<file path="src/rtl/operand_stage.sv">
// operand_stage: selects source operands, sign-extends the immediate and registers the decoded fields.
// Latency: one cycle from accept to OutValid; one instruction per cycle when no hazard is present.
// Backpressure: InReady drops on a load-use hazard or while FULL with OutReady=0; held outputs stay stable.
// Build option OPERAND_STAGE_FORWARD_EN: write-back bypass on, load tracker window 2 cycles;
// undefined: no bypass, tracker window 3 cycles, and a live write-back to a source also stalls.
module operand_stage (
    input  logic        Clk,
    input  logic        Reset_n,
    input  logic        InValid,
    output logic        InReady,
    input  logic [4:0]  InRs,
    input  logic [4:0]  InRt,
    input  logic [4:0]  InDest,
    input  logic [15:0] InImm,
    input  logic        InIsLoad,
    input  logic        InRegWrite,
    output logic [4:0]  RegRead1,
    output logic [4:0]  RegRead2,
    input  logic [31:0] RegData1,
    input  logic [31:0] RegData2,
    input  logic        WbRegWrite,
    input  logic [4:0]  WbReg,
    input  logic [31:0] WbData,
    output logic        OutValid,
    input  logic        OutReady,
    output logic [31:0] OutA,
    output logic [31:0] OutB,
    output logic [31:0] OutImm,
    output logic [4:0]  OutDest,
    output logic        OutIsLoad,
    output logic        OutRegWrite
);

    typedef enum logic {EMPTY = 1'b0, FULL = 1'b1} state_t;

`ifdef OPERAND_STAGE_FORWARD_EN
    // Load data is bypassed in its write-back cycle, so only two post-transfer cycles stall.
    localparam logic [1:0] PEND_RELOAD = 2'd2;
`else
    // Without bypass the dependent must wait until the register file holds the load data.
    localparam logic [1:0] PEND_RELOAD = 2'd3;
`endif

    state_t      state;
    state_t      state_next;
    logic        accept;
    logic        xfer;
    logic        load_out;
    logic        arm;
    logic        hit_rs;
    logic        hit_rt;
    logic        hazard;
    logic [31:0] op_a;
    logic [31:0] op_b;
    logic [4:0]  pend_dest;
    logic [1:0]  pend_cnt;

    assign RegRead1 = InRs;
    assign RegRead2 = InRt;
    assign OutValid = (state == FULL);
    assign xfer     = OutValid & OutReady;
    assign load_out = OutValid & OutIsLoad & OutRegWrite;
    // Destination 0 is never written, so it never arms the tracker.
    assign arm      = xfer & OutIsLoad & OutRegWrite & (OutDest != 5'd0);
    assign InReady  = ~hazard & (~OutValid | OutReady);
    assign accept   = InValid & InReady;

    // Hazard detection: a nonzero source that matches a load still in flight.
    always_comb begin
        hit_rs = (load_out && (OutDest == InRs)) || ((pend_cnt != 2'd0) && (pend_dest == InRs));
        hit_rt = (load_out && (OutDest == InRt)) || ((pend_cnt != 2'd0) && (pend_dest == InRt));
`ifdef OPERAND_STAGE_FORWARD_EN
`else
        hit_rs = hit_rs || (WbRegWrite && (WbReg == InRs));
        hit_rt = hit_rt || (WbRegWrite && (WbReg == InRt));
`endif
        hazard = InValid && (((InRs != 5'd0) && hit_rs) || ((InRt != 5'd0) && hit_rt));
    end

`ifdef OPERAND_STAGE_FORWARD_EN
    // Operand select: register 0 reads as zero, then write-back bypass, then register file.
    always_comb begin
        op_a = RegData1;
        op_b = RegData2;
        if (WbRegWrite && (WbReg == InRs)) op_a = WbData;
        if (WbRegWrite && (WbReg == InRt)) op_b = WbData;
        if (InRs == 5'd0) op_a = '0;
        if (InRt == 5'd0) op_b = '0;
    end
`else
    // The write-back data path is not consumed in this build.
    logic unused_wb_data;
    assign unused_wb_data = ^WbData;

    // Operand select: register 0 reads as zero, otherwise register file only.
    always_comb begin
        op_a = RegData1;
        op_b = RegData2;
        if (InRs == 5'd0) op_a = '0;
        if (InRt == 5'd0) op_b = '0;
    end
`endif

    // Next-state logic for the output holding register.
    always_comb begin
        state_next = state;
        case (state)
            EMPTY:   if (accept) state_next = FULL;
            FULL:    if (accept) state_next = FULL;
                     else if (OutReady) state_next = EMPTY;
            default: state_next = EMPTY;
        endcase
    end

    // Output state register.
    always_ff @(posedge Clk or negedge Reset_n) begin
        if (!Reset_n) state <= EMPTY;
        else          state <= state_next;
    end

    // Output payload loads only on accept, so a stalled FULL output stays stable.
    always_ff @(posedge Clk or negedge Reset_n) begin
        if (!Reset_n) begin
            OutA        <= '0;
            OutB        <= '0;
            OutImm      <= '0;
            OutDest     <= '0;
            OutIsLoad   <= 1'b0;
            OutRegWrite <= 1'b0;
        end else if (accept) begin
            OutA        <= op_a;
            OutB        <= op_b;
            OutImm      <= {{16{InImm[15]}}, InImm};
            OutDest     <= InDest;
            OutIsLoad   <= InIsLoad;
            OutRegWrite <= InRegWrite;
        end
    end

    // Load-use tracker: arms when a load leaves, then counts down toward its write-back.
    always_ff @(posedge Clk or negedge Reset_n) begin
        if (!Reset_n) begin
            pend_dest <= '0;
            pend_cnt  <= '0;
        end else if (arm) begin
            pend_dest <= OutDest;
            pend_cnt  <= PEND_RELOAD;
        end else if (pend_cnt != 2'd0) begin
            pend_cnt  <= pend_cnt - 2'd1;
        end
    end

endmodule

</file>
<file path="config.mk">
export PLATFORM = sky130hd
export DESIGN_NAME = operand_stage
export DESIGN_NICKNAME = d
export VERILOG_FILES = /design/src/rtl/operand_stage.sv
export SDC_FILE = /design/constraint.sdc
export NUM_CORES = 1
export LEC_CHECK = 0
export BUFFER_PORTS_ARGS = -buffer_cell sky130_fd_sc_hd__clkbuf_2
export CORE_MARGIN = 4
export CORE_UTILIZATION = 35
export CTS_CLUSTER_DIAMETER = 40
export DETAILED_ROUTE_END_ITERATION = 7
export PLACE_DENSITY = 0.66
export SYNTH_ARGS = -nofsm -noshare
export SYNTH_HDL_FRONTEND = slang
export SYNTH_SLANG_ARGS = --single-unit
</file>
<file path="constraint.sdc">
create_clock -name Clk -period 2.3 [get_ports Clk]
set_clock_uncertainty 0.2 [all_clocks]
set_input_delay 0.46 -clock Clk [delete_from_list [all_inputs] [get_ports Clk]]
set_output_delay 0.46 -clock Clk [all_outputs]
set_load 0.1 [all_outputs]
</file>
==> impl_metrics.json <==
{
  "io_pins": 254,
  "end_kind": "primary output",
  "cp_cell_sequence": "buf_4, xnor2_1, nand4_1, o32ai_2, nand2_2, nand2_2, a21boi_4, buf_12",
  "grt_pass1_vias": 4033,
  "setup_violations": 63,
  "syn_area_sq_um": 4590,
  "syn_inst": 425,
  "yosys.area_share.xor_xnor_pct": 5.91,
  "cpMostUsedCell": "nand2_2",
  "grt_max_degree": 48,
  "slew_headroom_pct": 61.6,
  "synth_fp_nets": 565,
  "cts_tree": "yes",
  "rrSetupSlack_ns": -0.06,
  "crit_arrival_ns": 1.82,
  "synth_compound_area_share_pct": 1.74,
  "critical_path.max_stage_delay_ns": 0.51,
  "critPathMaxFanout": 3,
  "synth_edf_count": 0,
  "htreeDepth": 3,
  "die_y_um": 123,
  "gp_congestion": 0.801,
  "hold_path.class": "in2reg",
  "crit_start": "OutDest[3]",
  "crit_end": "InReady",
  "slew_violations": 0,
  "critPathRequiredTime_ns": 1.64,
  "maxCapViolations": 0,
  "cts_max_path_buffers": 2,
  "syn_area_per_cell_sq_um": 10.8,
  "regArea_sq_um": 2410,
  "slowest_stage": "dfrtp_4",
  "dieArea_sq_um": 15000,
  "final_cells": 841,
  "drtAntennaViolNets": 0,
  "path_delay_family": "flip-flops",
  "violations": "setup timing",
  "yosys.area_share.simple_pct": 8.04,
  "rsz0062_at_grt": "true",
  "synth_top_family_by_area": "multiplexers",
  "reg2reg_depth": 9,
  "fill_cells": 1168,
  "clk-insertion-delay-late_ns": 0.33,
  "globalRouteOverflowTotal": 0,
  "synthAdderAreaFrac_pct": 0.273,
  "layout-drive-gt1-share_pct": 49.5,
  "initial_core_util_pct": 36.1,
  "diodes": 0,
  "cp.depth": 8,
  "critPathBufInv": 2,
  "via_per_inst": 4.48,
  "seq_area_frac_synth_pct": 51.8,
  "dp_cells": 805,
  "multi_input_area_sq_um": 1830,
  "firstDrtPassIters": 4,
  "antenna_found_initial": 0,
  "core_sq_um": 12700,
  "gr-usage-all-layers_pct": 16.5,
  "async_flop_share_pct": 100,
  "worstMarginPinSlew_ns": 0.578,
  "status": "complete, but fails checks",
  "synth_cell_type_count": 29,
  "wl_per_cell_um": 15.0,
  "synthToLayoutAreaGrowth_pct": 47.0,
  "num_rows": 41,
  "hpwlAfterDp_um": 9040,
  "grt_pass1_wl_um": 19600,
  "synth_seq_cells": 95,
  "reg2reg_to": "OutImm[1]",
  "numPortBuffers": 221,
  "path_clk_slew_ns": 0.07,
  "worst_slack_ns": -0.176,
  "period_share_pct": 108,
  "cts_sinks": 95,
  "min_period_ns": 2.48,
  "ys.flop_type": "dfrtp_1",
  "ys_warn_count": 0,
  "fmax_ghz": 0.404,
  "finalHoldViolCount": 0,
  "drc": 0,
  "worstSetupStartpointType": "register",
  "die_w_um": 123,
  "drt_iter0_drc": 113,
  "root_buffer": "clkbuf_16",
  "cts_buffers": 9,
  "vias": 3767,
  "setup_tns_ns": -1.88,
  "fin_nets": 805,
  "synthMuxAreaShare_pct": 20.6,
  "timing.rr.start": "pend_dest[2]",
  "wl_um": 12600,
  "critPathKind": "reg2out"
}
[timing repair]
item,4_1_cts,5_1_grt
gates cloned,6,4
hold buffers,1,0
endpoints found under the hold margin,25,0
pin swaps,7,8
gates resized for setup,38,18
setup buffers,11,2
setup endpoints to repair,43,88
[kinds of logic after synthesis]
family          after synthesis
compound gates               10
xor+xnor                     31
fa+ha+maj                     1
buf+inv                     108
flops                        95
mux                          91
simple gates                 89
[metal layers]
metal,routed length [um],track usage [%],vias up
met5,0,0,-
met4,197,6.58,0
met3,786,3.64,12
met2,6340,27.8,127
met1,5310,20.6,1826
li1,-,-,1802
[per-stage QoR]
step                setup slack, ns  instance area, sq um  hold slack (ns)  util (%)
floorplan                    -0.175                  4650          -0.0356         -
global route                 -0.257                  6750            0.129      53.1
CTS                          -0.227                  6630            0.115      52.1
detailed placement           -0.267                  5950            0.204      46.8
global placement             -0.195                  5950            0.194      46.8
finish                       -0.176                  6750            0.136      53.1
[state kept, by name (all words and copies together), names as in the netlist]
| name | count |
|---|---|
| OutDest | 5 |
| OutRegWrite | 1 |
| pend_dest | 5 |
| OutIsLoad | 1 |
| OutValid | 1 |
| OutImm | 16 |
| OutB | 32 |
| OutA | 32 |
| pend_cnt | 2 |
[worst min-delay path, cell delays in order]
cell and delay [ns]:
clkbuf_2 0.08, nand2_1 0.04, mux2i_1 0.05
[worst min-delay path by stage]
| stage | startpoint | endpoint | slack (ns) | depth (start not counted) |
|---|---|---|---|---|
| after CTS | RegData2[3] | OutB[3] | 0.12 | 3 |
| final | RegData2[3] | OutB[3] | 0.14 | 3 |
| after global placement | Reset_n | OutImm[4] | 0.19 | 1 |
| after global routing | RegData2[22] | OutB[22] | 0.13 | 3 |
| after floorplan | Reset_n | OutA[0] | -0.04 | 0 |
| after detailed placement | Reset_n | OutImm[6] | 0.20 | 1 |
[synthesized netlist by cell type, drive strengths merged, types with 2 or more instances]
master / n / area [sq um]
xnor2: 26 / 228
a211o: 2 / 17.5
nand4: 7 / 43.8
xor2: 5 / 43.8
inv: 67 / 251
nor3: 2 / 10.0
nor2: 2 / 7.51
mux2: 27 / 304
o32ai: 2 / 17.5
buf: 35 / 261
dfrtp: 95 / 2380
clkbuf: 6 / 22.5
nand2: 72 / 270
nor2b: 2 / 12.5
mux2i: 64 / 641
[final cells by class]
class / instances / share of cell area, %
clock buffer: 12 / 3.65
clock inverter: 3 / 0.649
inverter: 67 / 3.73
multi-input combinational: 222 / 27.1
sequential: 95 / 35.7
tap: 172 / 3.19
timing repair buffer: 270 / 26.0
[placed cells by master, fill, tap and decap left out, drive strengths merged, types with 2 or more instances in the layout]
cell type  netlist  routed
a211o            2       2
buf             35      46
clkbuf           6     235
clkinv           0       2
dfrtp           95      95
inv             67      67
mux2            27      27
mux2i           64      64
nand2           72      72
nand4            7       7
nor2             2       2
nor2b            2       2
nor3             2       2
o32ai            2       2
xnor2           26      26
xor2             5       5
Power is not shown: default switching activity piles up to over one toggle a cycle in this logic, so the estimate is an artifact.
